[src/rtl/lut_layer_pkg.sv]
// Shared types, bounds and index helpers for the programmable LUT neuron layer.
// Imported by the interface, the per-neuron table and the top level.
package lut_layer_pkg;

  localparam int FANIN_MIN = 1;
  localparam int FANIN_MAX = 8;

  // Output stage occupancy: EMPTY means out_valid=0, FULL means out_valid=1.
  typedef enum logic {
    ST_EMPTY = 1'b0,
    ST_FULL  = 1'b1
  } pipe_state_e;

  // $clog2 that never returns 0, so a single-neuron bank still gets a 1-bit index.
  function automatic int clog2_min1(input int n);
    return (n <= 1) ? 1 : $clog2(n);
  endfunction

  function automatic int table_depth(input int fanin);
    return 1 << fanin;
  endfunction

  // LSB of neuron idx's field inside a packed vector of width-bit fields.
  function automatic int slice_lsb(input int idx, input int width);
    return idx * width;
  endfunction

  function automatic bit fanin_in_range(input int fanin);
    return (fanin >= FANIN_MIN) && (fanin <= FANIN_MAX);
  endfunction

endpackage

[src/rtl/lut_layer_pipe_if.sv]
// Stream and configuration signals of one LUT layer stage.
// The slave modport is the layer; the master modport is its environment.
interface lut_layer_pipe_if
  import lut_layer_pkg::*;
#(
  parameter int NEURONS  = 8,
  parameter int FANIN    = 6,
  parameter int OUT_BITS = 1,
  parameter int NIDX_W   = clog2_min1(NEURONS)
);

  logic                         in_valid;
  logic                         in_ready;
  logic [NEURONS*FANIN-1:0]     in_data;
  logic                         out_valid;
  logic                         out_ready;
  logic [NEURONS*OUT_BITS-1:0]  out_data;
  logic                         cfg_we;
  logic [NIDX_W-1:0]            cfg_neuron;
  logic [FANIN-1:0]             cfg_addr;
  logic [OUT_BITS-1:0]          cfg_data;
  logic                         cfg_err;

  modport master (
    output in_valid, in_data, out_ready, cfg_we, cfg_neuron, cfg_addr, cfg_data,
    input  in_ready, out_valid, out_data, cfg_err
  );

  modport slave (
    input  in_valid, in_data, out_ready, cfg_we, cfg_neuron, cfg_addr, cfg_data,
    output in_ready, out_valid, out_data, cfg_err
  );

endinterface

[src/rtl/lut_neuron_reg.sv]
// One neuron's truth table in flip-flops: indexed write port decoded on IDX,
// plus an asynchronous FANIN-bit read mux feeding the layer's result register.
module lut_neuron_reg
  import lut_layer_pkg::*;
#(
  parameter int FANIN    = 6,
  parameter int OUT_BITS = 1,
  parameter int NIDX_W   = 3,
  parameter int IDX      = 0
) (
  input  logic                clk,
  input  logic                rst,
  input  logic                cfg_we_i,
  input  logic [NIDX_W-1:0]   cfg_neuron_i,
  input  logic [FANIN-1:0]    cfg_addr_i,
  input  logic [OUT_BITS-1:0] cfg_data_i,
  input  logic [FANIN-1:0]    rd_addr_i,
  output logic [OUT_BITS-1:0] rd_data_o
);

  localparam int DEPTH = table_depth(FANIN);

  logic [OUT_BITS-1:0] tbl_q [DEPTH];
  logic                wr_sel;

  assign wr_sel = cfg_we_i && (cfg_neuron_i == NIDX_W'(IDX));

  // NOTE: this table is ordinary flops, not a RAM macro, so clearing every entry
  // on reset is cheap and gives a defined all-zero layer before programming.
  // NOTE: sequential state uses <= so every flop samples pre-edge values.
  always_ff @(posedge clk) begin
    if (rst) begin
      for (int i = 0; i < DEPTH; i++) begin
        tbl_q[i] <= '0;
      end
    end else if (wr_sel) begin
      tbl_q[cfg_addr_i] <= cfg_data_i;
    end
  end

  assign rd_data_o = tbl_q[rd_addr_i];

endmodule

[src/rtl/lut_layer_pipe.sv]
// Runtime-programmable bank of LUT neurons with a one-entry valid/ready output
// register; table writes block lookups for the cycle in which they occur.
module lut_layer_pipe
  import lut_layer_pkg::*;
#(
  parameter int NEURONS  = 8,
  parameter int FANIN    = 6,
  parameter int OUT_BITS = 1,
  parameter int NIDX_W   = clog2_min1(NEURONS)
) (
  input  logic            clk,
  input  logic            rst,
  lut_layer_pipe_if.slave bus
);

  localparam int RES_W = NEURONS * OUT_BITS;

  pipe_state_e      state_q;
  logic [RES_W-1:0] out_data_q;
  logic [RES_W-1:0] result_d;
  logic             cfg_err_q;
  logic             cfg_bad;
  logic             xfer;

  // A write cycle never accepts a lookup, so no lookup can see a half-updated table.
  assign bus.in_ready = ((state_q == ST_EMPTY) || bus.out_ready) && !bus.cfg_we;
  assign xfer         = bus.in_valid && bus.in_ready;
  assign cfg_bad      = bus.cfg_we && (int'(bus.cfg_neuron) >= NEURONS);

  for (genvar n = 0; n < NEURONS; n++) begin : g_neuron
    lut_neuron_reg #(
      .FANIN    (FANIN),
      .OUT_BITS (OUT_BITS),
      .NIDX_W   (NIDX_W),
      .IDX      (n)
    ) u_neuron (
      .clk          (clk),
      .rst          (rst),
      .cfg_we_i     (bus.cfg_we),
      .cfg_neuron_i (bus.cfg_neuron),
      .cfg_addr_i   (bus.cfg_addr),
      .cfg_data_i   (bus.cfg_data),
      .rd_addr_i    (bus.in_data[slice_lsb(n, FANIN) +: FANIN]),
      .rd_data_o    (result_d[slice_lsb(n, OUT_BITS) +: OUT_BITS])
    );
  end

  always_ff @(posedge clk) begin
    if (rst) begin
      state_q    <= ST_EMPTY;
      out_data_q <= '0;
      cfg_err_q  <= 1'b0;
    end else begin
      cfg_err_q <= cfg_bad;
      unique case (state_q)
        ST_EMPTY: begin
          if (xfer) begin
            state_q    <= ST_FULL;
            out_data_q <= result_d;
          end
        end
        ST_FULL: begin
          // Drain leaves out_data_q untouched; only out_valid drops.
          if (xfer) begin
            out_data_q <= result_d;
          end else if (bus.out_ready) begin
            state_q <= ST_EMPTY;
          end
        end
        default: state_q <= ST_EMPTY;
      endcase
    end
  end

  assign bus.out_valid = (state_q == ST_FULL);
  assign bus.out_data  = out_data_q;
  assign bus.cfg_err   = cfg_err_q;

endmodule

[src/flat_wrapper.sv]
// flat-port wrapper written by rule: the top's interface ports become plain ports
module lut_layer_pipe_flat import lut_layer_pkg::*;
#(
  parameter int NEURONS  = 8,
  parameter int FANIN    = 6,
  parameter int OUT_BITS = 1,
  parameter int NIDX_W   = clog2_min1(NEURONS)
)
  (clk, rst, bus_in_valid, bus_in_data, bus_out_ready, bus_cfg_we, bus_cfg_neuron, bus_cfg_addr, bus_cfg_data, bus_in_ready, bus_out_valid, bus_out_data, bus_cfg_err);
  lut_layer_pipe_if #(.NEURONS(NEURONS), .FANIN(FANIN), .OUT_BITS(OUT_BITS), .NIDX_W(NIDX_W)) bus_i ();
  input  logic clk;
  input  logic rst;
  input wire logic [$bits(bus_i.in_valid)-1:0] bus_in_valid;
  input wire logic [$bits(bus_i.in_data)-1:0] bus_in_data;
  input wire logic [$bits(bus_i.out_ready)-1:0] bus_out_ready;
  input wire logic [$bits(bus_i.cfg_we)-1:0] bus_cfg_we;
  input wire logic [$bits(bus_i.cfg_neuron)-1:0] bus_cfg_neuron;
  input wire logic [$bits(bus_i.cfg_addr)-1:0] bus_cfg_addr;
  input wire logic [$bits(bus_i.cfg_data)-1:0] bus_cfg_data;
  output wire logic [$bits(bus_i.in_ready)-1:0] bus_in_ready;
  output wire logic [$bits(bus_i.out_valid)-1:0] bus_out_valid;
  output wire logic [$bits(bus_i.out_data)-1:0] bus_out_data;
  output wire logic [$bits(bus_i.cfg_err)-1:0] bus_cfg_err;
  assign bus_i.in_valid = bus_in_valid;
  assign bus_i.in_data = bus_in_data;
  assign bus_i.out_ready = bus_out_ready;
  assign bus_i.cfg_we = bus_cfg_we;
  assign bus_i.cfg_neuron = bus_cfg_neuron;
  assign bus_i.cfg_addr = bus_cfg_addr;
  assign bus_i.cfg_data = bus_cfg_data;
  assign bus_in_ready = bus_i.in_ready;
  assign bus_out_valid = bus_i.out_valid;
  assign bus_out_data = bus_i.out_data;
  assign bus_cfg_err = bus_i.cfg_err;
  lut_layer_pipe #(.NEURONS(NEURONS), .FANIN(FANIN), .OUT_BITS(OUT_BITS), .NIDX_W(NIDX_W)) u_core (.clk(clk), .rst(rst), .bus(bus_i));
endmodule
[config.mk]
export PLATFORM = sky130hd
export DESIGN_NAME = lut_layer_pipe_flat
export DESIGN_NICKNAME = d
export VERILOG_FILES = /design/src/rtl/lut_layer_pkg.sv /design/src/rtl/lut_layer_pipe_if.sv /design/src/rtl/lut_neuron_reg.sv /design/src/rtl/lut_layer_pipe.sv /design/src/flat_wrapper.sv
export SDC_FILE = /design/constraint.sdc
export NUM_CORES = 1
export LEC_CHECK = 0
export ABC_AREA = 1
export CAP_MARGIN = 25
export CORE_UTILIZATION = 40
export DETAILED_ROUTE_END_ITERATION = 10
export GPL_ROUTABILITY_DRIVEN = 1
export HOLD_SLACK_MARGIN = 0.12
export PLACE_DENSITY = 0.6
export SKIP_CTS_REPAIR_TIMING = 1
export SLEW_MARGIN = 20
export SYNTH_ARGS = -nofsm -noshare
export SYNTH_HDL_FRONTEND = slang
export SYNTH_HIERARCHICAL = 1
export SYNTH_SLANG_ARGS = --single-unit
[constraint.sdc]
create_clock -name clk -period 2.4 [get_ports clk]
set_input_delay 0.72 -clock clk [delete_from_list [all_inputs] [get_ports clk]]
set_output_delay 0.72 -clock clk [all_outputs]
set_load 0.02 [all_outputs]
# Yosys cells after proc, flatten, opt, wreduce, memory -nomap -nowiden
# Memories as Yosys holds them, arrays and structs flattened. A register that Yosys moved wholly into a read port is not among the register bits.
# Cells that the tools add are included.
# word_totals
reg_bits,1
mem_bits_rw,512
inputBits,63
output_inout_bits,11
word_cells,92
mem_count,8
# op_classes
eq_ne,7
mux,54
bitwise_logic,1
reduce_logical,21
# mem_list
name,depth,word_bits,read_ports,rd_clocked_by_memory_dff,wr,line,text
u_core.g_neuron[0].u_neuron.tbl_q,64,1,1,1,64,lut_neuron_reg.sv:23,logic [OUT_BITS-1:0] tbl_q [DEPTH];
u_core.g_neuron[1].u_neuron.tbl_q,64,1,1,1,64,lut_neuron_reg.sv:23,
u_core.g_neuron[2].u_neuron.tbl_q,64,1,1,1,64,lut_neuron_reg.sv:23,
u_core.g_neuron[3].u_neuron.tbl_q,64,1,1,1,64,lut_neuron_reg.sv:23,
u_core.g_neuron[4].u_neuron.tbl_q,64,1,1,1,64,lut_neuron_reg.sv:23,
u_core.g_neuron[5].u_neuron.tbl_q,64,1,1,1,64,lut_neuron_reg.sv:23,
2 more memories,-,-,-,-,-,-,
# op_table
cell,n
6-bit two-way mux,8
1-bit two-way mux,45
3-bit equality test (second input constant),4
1-bit logical AND,10
1-bit OR reduction,8
3-bit by 2-bit equality test with 1-bit output (second input constant),2
3-bit by 1-bit equality test with 1-bit output (second input constant),1
3-bit logical NOT,1
1-bit one-hot mux with 2 select lines,1
1-bit logical NOT,1
1-bit logical OR,1
1-bit inverter,1

# Depth between registers and ports, before layout
# depth
word_depth,7
mapped_depth,15
ltp_nobuf,13

# Hierarchy
# Netlist, hierarchy kept.
# modules_own_cells
mod,instances,cells_each,area_each_um2,seq_area_each_um2
lut_neuron_reg at u_core.g_neuron[5].u_neuron ...,2,405,3614.7,1921.8
lut_neuron_reg at u_core.g_neuron[1].u_neuron ...,2,404,3549.7,1921.8
lut_neuron_reg at u_core.g_neuron[0].u_neuron,1,406,3907.5,1921.8
lut_neuron_reg at u_core.g_neuron[4].u_neuron,1,402,3808.7,1921.8
lut_neuron_reg at u_core.g_neuron[7].u_neuron,1,404,3698.5,1921.8
lut_neuron_reg at u_core.g_neuron[3].u_neuron,1,403,3588.4,1921.8
lut_layer_pipe,1,77,485.5,180.2

# Worst setup path before layout
# Ideal clock, no wire load.
# synth_timing
kind,in2reg
start,in bus_in_data[7]
end,"reg u_core.out_data_q[1], in the netlist u_core/bus.out_data[1]"
setup_ns,0.110
arrival_ns,1.800
t_required_ns,2.290
setup_slack_ns,0.490
cell_stages,14
path_buffers,2
path_cell_list,buf_4 -> inv_1 -> buf_2 -> nand3_1 -> nand3_1 -> nand2_1 -> nand2_1 -> nand3_1 -> nand3_1 -> nand2_1 -> inv_1 -> nand4_1 -> nand2_1 -> nor2_1
# synth_lines
item,line,text
start: declaration,flat_wrapper.sv:14,input wire logic [$bits(bus_i.in_data)-1:0] bus_in_data;
end signal: assignment,lut_layer_pipe.sv:59,out_data_q <= result_d;
end signal: assignment,lut_layer_pipe.sv:65,out_data_q <= result_d;
end: declaration,lut_layer_pipe.sv:19,logic [RES_W-1:0] out_data_q;

# Worst setup path after layout
# layout_timing
start,in bus_cfg_we
end,out bus_in_ready
# layout_via
elab_chain_cells,2
# layout_lines
item,line,text
start: declaration,flat_wrapper.sv:16,input wire logic [$bits(bus_i.cfg_we)-1:0] bus_cfg_we;
1-bit logical NOT,lut_layer_pipe.sv:26,assign bus.in_ready = ((state_q == ST_EMPTY) || bus.out_ready) && !bus.cfg_we;
1-bit logical AND,lut_layer_pipe.sv:26,
end: declaration,flat_wrapper.sv:20,output wire logic [$bits(bus_i.in_ready)-1:0] bus_in_ready;
# Every way passes these cells.

==> metrics.txt <==
critical path's largest stage delay=0.44 ns; Skew-Pair Late Insertion Delay=between 0.6 and 0.7 ns; vias after detailed routing=24.34k; Setup crit start=bus_cfg_we; Synth Register Bits=approximately 520; Lkg Pwr=between 0.01 and 0.015 uW; Worst R2R Start=u_core/g_neuron[4].u_neuron/tbl_q[23]; Internal=16180 uW; most instantiated library cell after synthesis=nand2_1; Setup-failing EPs final=0; Top Ports=74; area of the multi-input gates=11860 um2; largest net degree at the start of global routing=65; Post-synth top cells=nand2_1 (681), edfxtp_1 (512), nand3_1 (498); Cell Area, Synth=29820 um2; port bufs=72; Clock Path Buffers=3; DRC errors left=7; DP Worst Slack=-0.5259 ns; CTS buffer count=58; die height=between 200 and 300 um; WL final=~77 mm; WL/cell=17.28 um; final core occ=47.68%; Worst EP arrival=1.63 ns; power share of the clock group=39.7%; H-tree levels=2; CP Data Required Time=1.68 ns; Final HPWL DP=49.16 mm; Max stage delay cell, worst path=clkdlybuf4s50_1; storage element area=15550 um2; ranking of synthesized cells by area=edfxtp_1 (52%), nand2_1 (8.6%), nand3_1 (8.4%); sequential element share of the synthesized area=52.17%; Post-synth ARST share=0%; global-route wire length before repair=121.6 mm; fill count=6988; switching part of the total=25.35%; Min-Delay Path Class=flip-flop to flip-flop; TritonCTS clock tree=yes; Pwr Density=619.8 nW/um2; GPL Wtd Cong=0.7946; GRT overflow=0; initial DRC count=roughly 2.0k; die width=roughly 280 um; Setup crit start kind=input pin; upper clock frequency limit=0.4253 GHz; total number of yosys warnings=6; combinational power share=11.6%; antenna violations before repair=4; status=complete, but fails checks; Worst setup EP type=output pin; Netlist cell types=33; full die area=75640 um2; Initial Util=40.66%; Worst-path clk slew=0.06 ns; setup ws final=approximately 0.05 ns; final instance area=34970 um2; area grow syn2layout=17.27%; Max-slew headroom=57.77%; Setup CP Type=input pin to output pin; Final ANT Viol Nets=0; Clock Skews=0.01860 ns; GRT Util Overall=20.08%; failing checks=design-rule violations; Mean Syn Cell Area=approximately 9 um2; minimum clock period=2.351 ns; drt first pass iters=8; top-area cell type share of the netlist area=51.56%; Core Area=between 70000 and 80000 um2; CTS root buf=clkbuf_16; reg-to-reg critical path endpoint=u_core/bus.out_data[4]; row count=99; Critical Path Fanout Max=5; n_diodes=0; crit share post-route=97.97%; max cap viols=0; final net count=3502; Peak supply drop=536.6 uV; RSZ-0062 raised after global routing=no; min-delay src=u_core/bus.out_data[2]; final hold vios=0; Psw=5494 uW; FF-to-FF path depth=12; vias in the first global route=22.82k; Overall Power=21670 uW; setup slack, reg-to-reg=0.83 ns; Area after DPL=33150 um2; Worst Max-Slew Pin Slew=0.6335 ns; post-synth top area cell=edfxtp_1; number of synthesized flops with an enable pin=512; crit path capture=bus_in_ready; Flop pwr share=48.7%; post-synth net total=3373; number of slew-limit violations in the final report=0; Cell Chain, Critical Path=clkdlybuf4s50_1 -> buf_12 -> a21oi_1 -> clkbuf_2; vias per cell=5.476; share of layout cells above drive strength 1=18.59%; Syn Inst Count=3310; CTS sink count=521; Primary FF master, synth=edfxtp_1
power by group through the flow:
| stage | logic, uW | clock network (uW) | registers, uW |
|---|---|---|---|
| CTS | 2520 | 8790 | 10500 |
| global route | 2780 | 9100 | 10600 |
| floorplan | 1520 | 0 | 10700 |
| global placement | 2470 | 0 | 10700 |
| finish | 2520 | 8610 | 10500 |
| detailed placement | 2510 | 0 | 10700 |
area by class of cell:
cell class / instances / share of cell area [%]
tap: 959 / 3.431
timing repair buffer: 389 / 11.42
sequential: 521 / 44.48
clock buffer: 79 / 4.491
inverter: 144 / 1.560
multi-input combinational: 2325 / 33.92
clock inverter: 27 / 0.6870
stage by stage:
stage	instances	setup TNS, ns	hold slack, ns
after global routing	4444	0	0.5581
after global placement	4338	-193.55	0.4967
after CTS	4444	-0.5632	0.5135
final	4444	0	0.5131
after detailed placement	4338	-231.17	0.5020
after floorplan	3310	0	0.5825
cell usage in the layout (no fill, tap or decap), types with 58 or more instances in the layout:
cell	count
buf_4	244
nor3_1	389
buf_12	73
inv_1	118
o21ai_1	87
nand2_1	681
nor3_2	124
edfxtp_1	512
clkbuf_16	58
clkdlybuf4s50_1	59
nand3_1	498
o21ai_0	416
critical path: cells and delay by family:
kind	cells	cell delay, ns
AO/OA/AOI/OAI	1	0.11
buffers and inverters	3	0.79
flip-flops by register name, summed over array words and instances (netlist names):
signal	cells
u_core/g_neuron.u_neuron/tbl_q	512
u_core/bus.out_data	8
u_core/bus.out_valid	1
worst min-delay path by stage:
stage,to,cells past startpoint
2_1_floorplan,u_core/bus.out_data[0],4
3_3_place_gp,u_core/bus.out_data[2],4
3_5_place_dp,u_core/bus.out_data[2],4
4_1_cts,u_core/bus.out_data[2],4
5_1_grt,u_core/bus.out_data[7],4
6_report,u_core/bus.out_data[2],4
kinds of logic (layout without fill, tap and decap cells):
| kind of cell | Yosys count | count (layout) | synth area share, % |
|---|---|---|---|
| compound gates | 513 | 513 | 8.724 |
| simple gates | 1811 | 1811 | 31.05 |
| other cells | 1 | 1 | 0.01258 |
| buf+inv | 464 | 639 | 8.048 |
| flops | 521 | 521 | 52.17 |
metal layers:
| layer | track usage (%) | part of all wire, % | up-vias |
|---|---|---|---|
| li1 | - | - | 11980 |
| met1 | 26.86 | 44 | 11690 |
| met4 | 4.725 | 1.8 | 8 |
| met5 | 0 | 0.070 | - |
| met3 | 2.976 | 5.7 | 103 |
| met2 | 34.16 | 49 | 557 |
(Power assumes the default switching activity.)
